`src/rtl/stream_dequantizer_pipe_if.sv`:
```
// Handshake/bus bundle for stream_dequantizer_pipe.
//  Block side : in_valid/in_ready plus the block payload (block, field width,
//               count, Mid, step exponent, conversion mode).
//  Word side  : out_valid/out_ready plus out_data, out_outlier, out_last.
//  master : producer of blocks and consumer of words (drives in_*, out_ready)
//  slave  : the de-quantizer (drives in_ready, out_*)
interface stream_dequantizer_pipe_if #(
  parameter int L2_WIDTH   = 512,
  parameter int SWIDTH     = 5,
  parameter int WORD_WIDTH = 32,
  parameter int EXP_WIDTH  = 8,
  parameter int CNT_WIDTH  = 9
) ();
  logic                  in_valid;
  logic                  in_ready;
  logic [L2_WIDTH-1:0]   in_block;
  logic [SWIDTH-1:0]     in_field_w;
  logic [CNT_WIDTH-1:0]  in_count;
  logic [WORD_WIDTH-1:0] in_mid;
  logic [EXP_WIDTH-1:0]  in_step_exp;
  logic                  in_conv;
  logic                  out_valid;
  logic                  out_ready;
  logic [WORD_WIDTH-1:0] out_data;
  logic                  out_outlier;
  logic                  out_last;

  modport master (
    output in_valid, in_block, in_field_w, in_count, in_mid, in_step_exp, in_conv, out_ready,
    input  in_ready, out_valid, out_data, out_outlier, out_last
  );

  modport slave (
    input  in_valid, in_block, in_field_w, in_count, in_mid, in_step_exp, in_conv, out_ready,
    output in_ready, out_valid, out_data, out_outlier, out_last
  );
endinterface

```
`src/rtl/stream_dequantizer_pipe.sv`:
```
// Streaming de-quantizer. One packed block is accepted per handshake and its
// fields are unpacked one per cycle, then pushed through a 3-stage pipeline:
//   S0 extract (field or escape-coded raw word) -> S1 add Mid -> S2 format.
// Ports:
//  clk, rst : clock, synchronous active-high reset
//  bus      : stream_dequantizer_pipe_if.slave (block in, word stream out)
//  busy     : FSM unpacking or any pipeline stage holding a word
module stream_dequantizer_pipe #(
  parameter int L2_WIDTH   = 512,
  parameter int SWIDTH     = 5,
  parameter int WORD_WIDTH = 32,
  parameter int EXP_WIDTH  = 8,
  parameter int CNT_WIDTH  = 9
) (
  input  logic clk,
  input  logic rst,
  stream_dequantizer_pipe_if.slave bus,
  output logic busy
);
  localparam int PTR_WIDTH = $clog2(L2_WIDTH) + 1;
  localparam int EXPF_W    = WORD_WIDTH - 25;
  localparam int MANT_W    = 24;
  localparam int WIN_W     = 2 * WORD_WIDTH;
  localparam int PW        = $clog2(WORD_WIDTH);

  typedef enum logic {IDLE, UNPACK} state_t;

  // Every stage carries its block's settings so consecutive blocks never mix.
  typedef struct packed {
    logic [WORD_WIDTH-1:0] val;
    logic [SWIDTH-1:0]     fw;
    logic                  outlier;
    logic                  last;
    logic                  conv;
    logic [WORD_WIDTH-1:0] mid;
    logic [EXP_WIDTH-1:0]  stepExp;
  } s0_t;

  typedef struct packed {
    logic [WORD_WIDTH-1:0] val;
    logic                  outlier;
    logic                  last;
    logic                  conv;
    logic [EXP_WIDTH-1:0]  stepExp;
  } s1_t;

  state_t                state, stateNext;
  logic [L2_WIDTH-1:0]   blk;
  logic [SWIDTH-1:0]     fw;
  logic [CNT_WIDTH-1:0]  cntLeft;
  logic [WORD_WIDTH-1:0] mid;
  logic [EXP_WIDTH-1:0]  stepExp;
  logic                  conv;
  logic [PTR_WIDTH-1:0]  ptr;
  logic [2:0]            vldPipe;   // [0]=S0, [1]=S1, [2]=output register
  s0_t                   s0;
  s1_t                   s1;
  logic [WORD_WIDTH-1:0] outData;
  logic                  outOutlier, outLast;

  // Whole pipeline, FSM and pointer freeze while the output word is refused.
  logic advance, accept;
  assign advance     = !(vldPipe[2] && !bus.out_ready);
  assign bus.in_ready = (state == IDLE) && advance && !rst;
  assign accept      = bus.in_valid && bus.in_ready;

  // ---- S0: extraction. Shifting the whole block right makes bits past the
  // end read as zero; a 2-word window covers an escape raw word.
  logic [WIN_W-1:0]      win;
  logic [WORD_WIDTH-1:0] fMask, fld, raw;
  logic                  isEsc, isLast;
  logic [PTR_WIDTH-1:0]  ptrStep;

  assign win     = WIN_W'(blk >> ptr);
  assign fMask   = (WORD_WIDTH'(1) << fw) - WORD_WIDTH'(1);
  assign fld     = win[WORD_WIDTH-1:0] & fMask;
  assign isEsc   = (fw != '0) && (fld == fMask);
  assign raw     = WORD_WIDTH'(win >> fw);
  assign isLast  = (cntLeft == CNT_WIDTH'(1));
  assign ptrStep = isEsc ? PTR_WIDTH'(fw) + PTR_WIDTH'(WORD_WIDTH) : PTR_WIDTH'(fw);

  always_comb begin
    stateNext = state;
    case (state)
      IDLE:   if (accept && bus.in_count != '0) stateNext = UNPACK;
      UNPACK: if (advance && isLast) stateNext = IDLE;
      default: stateNext = IDLE;
    endcase
  end

  always_ff @(posedge clk) begin
    if (rst) state <= IDLE;
    else     state <= stateNext;
  end

  always_ff @(posedge clk) begin
    if (accept) begin
      blk     <= bus.in_block;
      fw      <= bus.in_field_w;
      cntLeft <= bus.in_count;
      mid     <= bus.in_mid;
      stepExp <= bus.in_step_exp;
      conv    <= bus.in_conv;
      ptr     <= '0;
    end else if (state == UNPACK && advance) begin
      ptr     <= ptr + ptrStep;
      cntLeft <= cntLeft - CNT_WIDTH'(1);
    end
  end

  // ---- S1: sign-extend the field and add Mid (escape words pass untouched).
  logic [WORD_WIDTH-1:0] s1Mask, sext, s1Val;
  logic                  s1Sign;

  assign s1Mask = (WORD_WIDTH'(1) << s0.fw) - WORD_WIDTH'(1);
  assign s1Sign = (s0.fw != '0) && s0.val[s0.fw - SWIDTH'(1)];
  assign sext   = s1Sign ? (s0.val | ~s1Mask) : s0.val;
  assign s1Val  = s0.outlier ? s0.val : (s0.conv ? s0.mid + sext : s0.val);

  // ---- S2: sign/magnitude, leading-one normalise, step exponent scaling.
  logic                  sgn;
  logic [WORD_WIDTH-1:0] mag, fmt, outWord;
  logic [PW-1:0]         lead;
  logic [EXPF_W-1:0]     expF;
  logic [MANT_W-1:0]     mant;

  assign sgn = s1.val[WORD_WIDTH-1];
  assign mag = sgn ? -s1.val : s1.val;

  always_comb begin
    lead = '0;
    for (int i = 0; i < WORD_WIDTH; i++)
      if (mag[i]) lead = PW'(i);
  end

  assign expF = EXPF_W'(WORD_WIDTH'(s1.stepExp) + WORD_WIDTH'(lead));
  // Move the leading one to the top bit, then keep the MANT_W bits under it.
  assign mant = MANT_W'((mag << (PW'(WORD_WIDTH - 1) - lead)) >> (WORD_WIDTH - 1 - MANT_W));
  assign fmt  = (mag == '0) ? '0 : {sgn, expF, mant};
  assign outWord = (s1.conv && !s1.outlier) ? fmt : s1.val;

  always_ff @(posedge clk) begin
    if (advance) begin
      s0.val     <= isEsc ? raw : fld;
      s0.fw      <= fw;
      s0.outlier <= isEsc;
      s0.last    <= isLast;
      s0.conv    <= conv;
      s0.mid     <= mid;
      s0.stepExp <= stepExp;
      s1.val     <= s1Val;
      s1.outlier <= s0.outlier;
      s1.last    <= s0.last;
      s1.conv    <= s0.conv;
      s1.stepExp <= s0.stepExp;
    end
  end

  always_ff @(posedge clk) begin
    if (rst) begin
      vldPipe    <= '0;
      outData    <= '0;
      outOutlier <= 1'b0;
      outLast    <= 1'b0;
    end else if (advance) begin
      vldPipe <= {vldPipe[1:0], state == UNPACK};
      if (vldPipe[1]) begin
        outData    <= outWord;
        outOutlier <= s1.outlier;
        outLast    <= s1.last;
      end
    end
  end

  assign bus.out_valid   = vldPipe[2];
  assign bus.out_data    = outData;
  assign bus.out_outlier = outOutlier;
  assign bus.out_last    = outLast;
  assign busy            = (state != IDLE) || (|vldPipe);
endmodule

```
`src/flat_wrapper.sv`:
```
// flat-port wrapper written by rule: the top's interface ports become plain ports
module stream_dequantizer_pipe_flat 
#(
  parameter int L2_WIDTH   = 512,
  parameter int SWIDTH     = 5,
  parameter int WORD_WIDTH = 32,
  parameter int EXP_WIDTH  = 8,
  parameter int CNT_WIDTH  = 9
)
  (clk, rst, busy, bus_in_valid, bus_in_block, bus_in_field_w, bus_in_count, bus_in_mid, bus_in_step_exp, bus_in_conv, bus_out_ready, bus_in_ready, bus_out_valid, bus_out_data, bus_out_outlier, bus_out_last);
  stream_dequantizer_pipe_if #(.L2_WIDTH(L2_WIDTH), .SWIDTH(SWIDTH), .WORD_WIDTH(WORD_WIDTH), .EXP_WIDTH(EXP_WIDTH), .CNT_WIDTH(CNT_WIDTH)) bus_i ();
  input  logic clk;
  input  logic rst;
  output logic busy;
  input wire logic [$bits(bus_i.in_valid)-1:0] bus_in_valid;
  input wire logic [$bits(bus_i.in_block)-1:0] bus_in_block;
  input wire logic [$bits(bus_i.in_field_w)-1:0] bus_in_field_w;
  input wire logic [$bits(bus_i.in_count)-1:0] bus_in_count;
  input wire logic [$bits(bus_i.in_mid)-1:0] bus_in_mid;
  input wire logic [$bits(bus_i.in_step_exp)-1:0] bus_in_step_exp;
  input wire logic [$bits(bus_i.in_conv)-1:0] bus_in_conv;
  input wire logic [$bits(bus_i.out_ready)-1:0] bus_out_ready;
  output wire logic [$bits(bus_i.in_ready)-1:0] bus_in_ready;
  output wire logic [$bits(bus_i.out_valid)-1:0] bus_out_valid;
  output wire logic [$bits(bus_i.out_data)-1:0] bus_out_data;
  output wire logic [$bits(bus_i.out_outlier)-1:0] bus_out_outlier;
  output wire logic [$bits(bus_i.out_last)-1:0] bus_out_last;
  assign bus_i.in_valid = bus_in_valid;
  assign bus_i.in_block = bus_in_block;
  assign bus_i.in_field_w = bus_in_field_w;
  assign bus_i.in_count = bus_in_count;
  assign bus_i.in_mid = bus_in_mid;
  assign bus_i.in_step_exp = bus_in_step_exp;
  assign bus_i.in_conv = bus_in_conv;
  assign bus_i.out_ready = bus_out_ready;
  assign bus_in_ready = bus_i.in_ready;
  assign bus_out_valid = bus_i.out_valid;
  assign bus_out_data = bus_i.out_data;
  assign bus_out_outlier = bus_i.out_outlier;
  assign bus_out_last = bus_i.out_last;
  stream_dequantizer_pipe #(.L2_WIDTH(L2_WIDTH), .SWIDTH(SWIDTH), .WORD_WIDTH(WORD_WIDTH), .EXP_WIDTH(EXP_WIDTH), .CNT_WIDTH(CNT_WIDTH)) u_core (.clk(clk), .rst(rst), .bus(bus_i), .busy(busy));
endmodule
```
`config.mk`:
```
export PLATFORM = sky130hd
export DESIGN_NAME = stream_dequantizer_pipe_flat
export DESIGN_NICKNAME = d
export VERILOG_FILES = /design/src/rtl/stream_dequantizer_pipe_if.sv /design/src/rtl/stream_dequantizer_pipe.sv /design/src/flat_wrapper.sv
export SDC_FILE = /design/constraint.sdc
export NUM_CORES = 2
export LEC_CHECK = 0
export ABC_AREA = 1
export CORE_MARGIN = 5
export CORE_UTILIZATION = 35
export DETAILED_ROUTE_END_ITERATION = 8
export PLACE_DENSITY_LB_ADDON = 0.3
export SETUP_SLACK_MARGIN = 0.4
export SLEW_MARGIN = 20
export SYNTH_ARGS = -nofsm -noshare
export SYNTH_HDL_FRONTEND = slang
export SYNTH_SLANG_ARGS = --single-unit
```
`constraint.sdc`:
```
create_clock -name clk -period 24.9 [get_ports clk]
set_input_delay 6.225 -clock clk [delete_from_list [all_inputs] [get_ports clk]]
set_output_delay 6.225 -clock clk [all_outputs]
set_load 0.01 [all_outputs]
```
# Yosys cells after proc, flatten, opt, wreduce, memory -nomap -nowiden

Index checks and enable logic that the tools add are counted.

Bits in registers: 735
Latch bits: 0
Memory bits (writable): 0
ROM bits: 0
Bits of input ports: 571
Output and inout port bits: 37
Word-level logic and storage cells: 115
Memories kept: 0

$add $sub $neg: 10
Multiply operators: 0
Div/mod/pow operators: 0
$lt $le $gt $ge: 1
Eq/ne operators: 2
Shift operators: 5
Mux-type cells: 46
Bitwise gates (word level): 5
Reduce and logical (&&, ||, !) cells: 22

Operators with widths:

| operator                                            | count |
|---|---|
| right shift 512 x 10 -> 64 bit                      | 1 |
| 2-to-1 mux 32 bit                                   | 7 |
| 2-to-1 mux 5 bit                                    | 16 |
| << shifter 1 x 5 -> 32 bit, first input constant    | 2 |
| right shift 64 x 5 -> 32 bit                        | 1 |
| subtractor 32 x 2 -> 32 bit, second input constant  | 2 |
| adder 32 bit                                        | 1 |
| bitwise AND 32 bit                                  | 1 |
| equality test 32 bit                                | 1 |
| zero test 32 bit                                    | 1 |
| 2-to-1 mux 4 bit                                    | 8 |
| negation 32 bit                                     | 1 |
| inverter 32 bit                                     | 1 |
| bitwise OR 32 bit                                   | 1 |
| << shifter 32 x 5 -> 31 bit                         | 1 |
| 2-to-1 mux 9 bit                                    | 2 |
| 2-to-1 mux 3 bit                                    | 4 |
| adder 10 bit                                        | 1 |
| logical AND 1 bit                                   | 10 |
| 2-to-1 mux 10 bit                                   | 1 |
| nonzero test 5 bit                                  | 2 |
| equality test 9 x 1 -> 1 bit, second input constant | 1 |
| nonzero test 9 bit                                  | 1 |
| subtractor 9 x 1 -> 9 bit, second input constant    | 1 |
| 15 further kinds                                    | 23 |

# Depth between registers and ports, before layout

Depth after elaboration: 37
Depth in mapped cells: 46
Mapped depth without buffers: 46

# Worst setup path before layout

OpenSTA, ideal clock, no wires.

Path type: in2reg
Start: in bus_out_ready
End: reg u_core.cntLeft[0], data pin
Setup time: 906 ps
Arrival time: 22,492 ps
Required time: 23,994 ps
Slack: 1,502 ps
Cell stages on the path: 6
Buffers on the path: 1
Cell sequence: nor2_1 nor3_1 nand2_1 inv_1 clkbuf_1 o21ai_0

Cells in the longest elaborated chain, start to end: 7

Ends and longest elaborated chain:

| what                           | line                           | text |
|---|---|---|
| start: declaration             | flat_wrapper.sv:22             | `input wire logic [$bits(bus_i.out_ready)-1:0] bus_out_ready;` |
| zero test 1 bit                | stream_dequantizer_pipe.sv:63  | `assign advance = !(vldPipe[2] && !bus.out_ready);` |
| logical AND 1 bit              | stream_dequantizer_pipe.sv:63  |  |
| zero test 1 bit                | stream_dequantizer_pipe.sv:63  |  |
| logical AND 1 bit (2 in a row) | stream_dequantizer_pipe.sv:64  | `assign bus.in_ready = (state == IDLE) && advance && !rst;` |
| named net bus_in_ready         | flat_wrapper.sv:23             | `output wire logic [$bits(bus_i.in_ready)-1:0] bus_in_ready;` |
| logical AND 1 bit              | stream_dequantizer_pipe.sv:65  | `assign accept = bus.in_valid && bus.in_ready;` |
| named net u_core.accept        | stream_dequantizer_pipe.sv:62  | `logic advance, accept;` |
| 2-to-1 mux 9 bit               | stream_dequantizer_pipe.sv:97  | `if (accept) begin` |
| end signal: assignment         | stream_dequantizer_pipe.sv:100 | `cntLeft <= bus.in_count;` |
| end signal: assignment         | stream_dequantizer_pipe.sv:107 | `cntLeft <= cntLeft - CNT_WIDTH'(1);` |
| end: declaration               | stream_dequantizer_pipe.sv:50  | `logic [CNT_WIDTH-1:0] cntLeft;` |

The timed path passes the listed nets, and every way through them passes these cells.
A chain may end at the register's enable or synchronous reset.

# Worst setup path in the final report

Start: in bus_out_ready
End: out bus_in_ready

Cells in the longest elaborated chain, start to end: 5

Ends and longest elaborated chain:

| what                           | line |
|---|---|
| zero test 1 bit                | stream_dequantizer_pipe.sv:63 |
| logical AND 1 bit              | stream_dequantizer_pipe.sv:63 |
| zero test 1 bit                | stream_dequantizer_pipe.sv:63 |
| logical AND 1 bit (2 in a row) | stream_dequantizer_pipe.sv:64 |
| end: declaration               | flat_wrapper.sv:23 |

No other way between the ends.

==> reports/qor.yml <==
status: "finished, violations left"
failed_checks: "design-rule violations, max-capacitance violations, max-slew violations"
rsz0062_at_grt: "no"
cts_num_sinks: 735
critPathMostFrequentCell: "clkdlybuf4s50_1"
cp.buffers_inverters: 2
p_leak_nw: 32.3
fmax_mhz: 71.7
synth_nets: 11200
max_cap_viol_count: 1
critPathCaptureType: "primary output"
finalMaxSlewViolations: 3
cts_resized: 0
portBuffers: 606
layout-drive-gt1-share_pct: 3.30
initial_core_util_pct: 35.3
syn_inst: 10500
cpMaxStageDelayCell: "clkdlybuf4s50_1"
grt_pass1_wl_mm: 533
hp-class: "flip-flop to flip-flop"
nets: 11200
drtAntennaViolNets: 0
crit_type: "input port to primary output"
regArea_sq_um: 21600
reg2reg_depth: 31
totalWireLength_mm: 388
place_hpwl_mm: 312
hold_viol_final: 0
root_buffer: "clkbuf_16"
antenna_found_initial: 21
grt_max_degree: 189
worst_pin_slew_ns: 1.50
finalClockSkew_ns: 0.0597
slew_headroom_pct: -1.08
period_share_pct: 56.0
yosysWarnings: 0
die-width_um: 451
ys_seq_area_share_pct: 31.7
cts_tree: "built"
rows: 161
drtIter0Drc: 9889
synthArstFlopShare_pct: 0
fin_setup_tns_ns: 0
grt_pass1_vias: 71800
synth_ff_type: "edfxtp_1"
multiInputGateArea_sq_um: 41200
crit_chain: "clkdlybuf4s50_1, nor2_1, nor3_1, clkdlybuf4s50_1"
p_per_area_nw_per_um2: 139
path_clk_slew_ns: 0.07
peakVddDrop_mv: 0.102
synth_seq_cells: 735
cts_buffers: 78
worst_r2r_endpoint: "u_core.ptr[9]"
cp.arrival_ns: 7.72
period_minus_slack_ns: 13.94
netlist_area_sq_um: 68000
p_total_mw: 10.7
startpoint_type: "input port"
cts_max_level: 3
vias_per_cell: 5.91
cts_setup_buffers: 0
grt_overflow: 0
gp_congestion: 1.06
critPathMaxFanout: 7
synth_area_per_cell_sq_um: 6.46
yosysUniqueCellTypes: 70
rrSetupSlack_ns: 14.78
finalSetupViolations: 0
clk_path_buf_depth: 3
r2r_start: "u_core.ptr[0]"
ctsHoldBuffers: 0
crit_cells: 4
avgRoutedWirePerCell_um: 29.5
io_pins: 608
clk_latency_ns: 0.75
crit_start: "bus_out_ready"
critPathMaxStageDelay_ns: 0.51
cpLargestDelayFamily: "buffers and inverters"
die_h_um: 451
track_usage_pct: 36.4
syn2layout_area_growth_pct: 14.0
synth_edf_count: 687
vias: 77700
n_fill_cell: 20900
core_area_sq_um: 193000
dieArea_sq_um: 203000
critPathRequiredTime_ns: 18.67
drt_pre_antenna_iters: 9
drc: 1
crit_end: "bus_in_ready"
[worst min path at each step]
stage	slack, ns	cells past startpoint	from	endpoint
floorplan	0.40	0	u_core.stepExp[0]	u_core.s0[0]
global placement	0.41	0	u_core.mid[4]	u_core.s0[12]
detailed placement	0.40	0	u_core.conv	u_core.s0[40]
CTS	0.42	0	u_core.mid[29]	u_core.s0[37]
global route	0.42	0	u_core.mid[29]	u_core.s0[37]
finish	0.41	0	u_core.mid[29]	u_core.s0[37]
[routing by layer]
layer  global-route usage (%)  up-vias  share of wire [%]
li1                         -    36000                  -
met1                     47.3    37100                 41
met2                     56.8     3941                 44
met3                     7.45      659                9.0
met4                     19.6       12                6.5
met5                        0        -              0.019
[stage by stage]
stage          setup WS (ns)  cells  utilization (%)  hold slack, ns  area, sq um
2_1_floorplan           1.50  10500                -           0.400        68000
3_3_place_gp           10.99  13000             38.9           0.405        75100
3_5_place_dp           10.97  13000             38.9           0.405        75100
4_1_cts                10.96  13100             40.2           0.418        77500
5_1_grt                10.88  13100             40.2           0.421        77500
6_report               10.96  13200             40.2           0.413        77600
[cell type report]
type | count | area share [%]
multi-input combinational | 8502 | 53.1
sequential | 735 | 27.9
timing repair buffer | 751 | 9.45
tap | 2526 | 4.07
clock buffer | 92 | 2.58
inverter | 480 | 2.39
clock inverter | 50 | 0.513
antenna | 17 | 0.0548
[power breakdown]
group / switching (mW) / internal, mW / leakage, nW
logic: 5.98 / 2.01 / 24.1
clock network: 0.510 / 0.595 / 1.16
registers: 0.162 / 1.49 / 6.99
total: 6.65 / 4.10 / 32.3
[registers in the layout, indices dropped and copies added (netlist names)]
register / count
u_core.blk: 512
u_core.bus.out_outlier: 1
u_core.vldPipe: 3
u_core.ptr: 10
u_core.s0: 79
u_core.bus.out_last: 1
u_core.cntLeft: 9
u_core.bus.out_data: 32
u_core.state: 1
u_core.fw: 5
u_core.s1: 42
u_core.mid: 32
u_core.stepExp: 7
u_core.conv: 1
[synthesized netlist by cell type (4+ instances only)]
master / n / area [sq um]
a211oi_1: 15 / 113
a21o_1: 7 / 52.6
a21oi_1: 349 / 1750
a221oi_1: 9 / 78.8
a31oi_1: 134 / 838
a32o_1: 5 / 50.1
and2_1: 15 / 93.8
buf_1: 240 / 901
buf_2: 181 / 906
buf_4: 44 / 330
buf_6: 9 / 101
clkbuf_1: 340 / 1280
clkinv_1: 17 / 63.8
dfxtp_1: 48 / 961
edfxtp_1: 687 / 20600
ha_1: 53 / 663
inv_1: 451 / 1690
inv_2: 12 / 45.0
mux2i_1: 320 / 3200
nand2_1: 3870 / 14500
nand3_1: 899 / 4500
nand3b_1: 11 / 82.6
nand4_1: 28 / 175
nor2_1: 411 / 1540
nor3_1: 26 / 130
nor4_1: 18 / 113
o2111ai_1: 22 / 193
o211ai_1: 146 / 1100
o21a_1: 44 / 330
o21ai_0: 1443 / 7220
o21ai_1: 323 / 1620
o21bai_1: 12 / 90.1
o221ai_1: 45 / 394
o22ai_1: 64 / 400
o311ai_0: 12 / 105
o311ai_1: 4 / 35.0
o31ai_1: 19 / 143
or2_0: 6 / 37.5
or2_1: 16 / 100
or2_2: 51 / 319
xnor2_1: 29 / 254
xor2_1: 50 / 438
[logic make-up (layout without fill, tap and decap cells)]
family / after synthesis / count (layout) / share of synthesized area, %
other: 0 / 17 / 0
AO/OA/AOI/OAI: 2688 / 2688 / 21.8
multiplexers: 320 / 320 / 4.71
adder cells (fa/ha/maj): 56 / 56 / 1.06
buffers and inverters: 1294 / 1373 / 7.81
AND/OR/NAND/NOR: 5359 / 5359 / 31.9
flip-flops: 735 / 735 / 31.7
XOR/XNOR: 79 / 79 / 1.02
[cells in the final DEF (no fill, tap or decap), drive strengths merged, types with 7 or more instances in the layout]
cell,synthesis,final
a211oi,15,15
a21o,7,7
a21oi,351,351
a221oi,9,9
a31oi,134,134
and2,15,15
buf,474,145
clkbuf,340,92
clkdlybuf4s50,0,606
clkinv,17,56
dfxtp,48,48
diode,0,17
edfxtp,687,687
ha,53,53
inv,463,471
mux2i,320,320
nand2,3872,3872
nand3,899,899
nand3b,11,11
nand4,28,28
nor2,412,412
nor3,29,29
nor4,18,18
o2111ai,22,22
o211ai,146,146
o21a,44,44
o21ai,1766,1766
o21bai,12,12
o221ai,45,45
o22ai,64,64
o311ai,16,16
o31ai,19,19
or2,73,73
xnor2,29,29
xor2,50,50
Note: power is estimated with default switching activity, not from simulation.
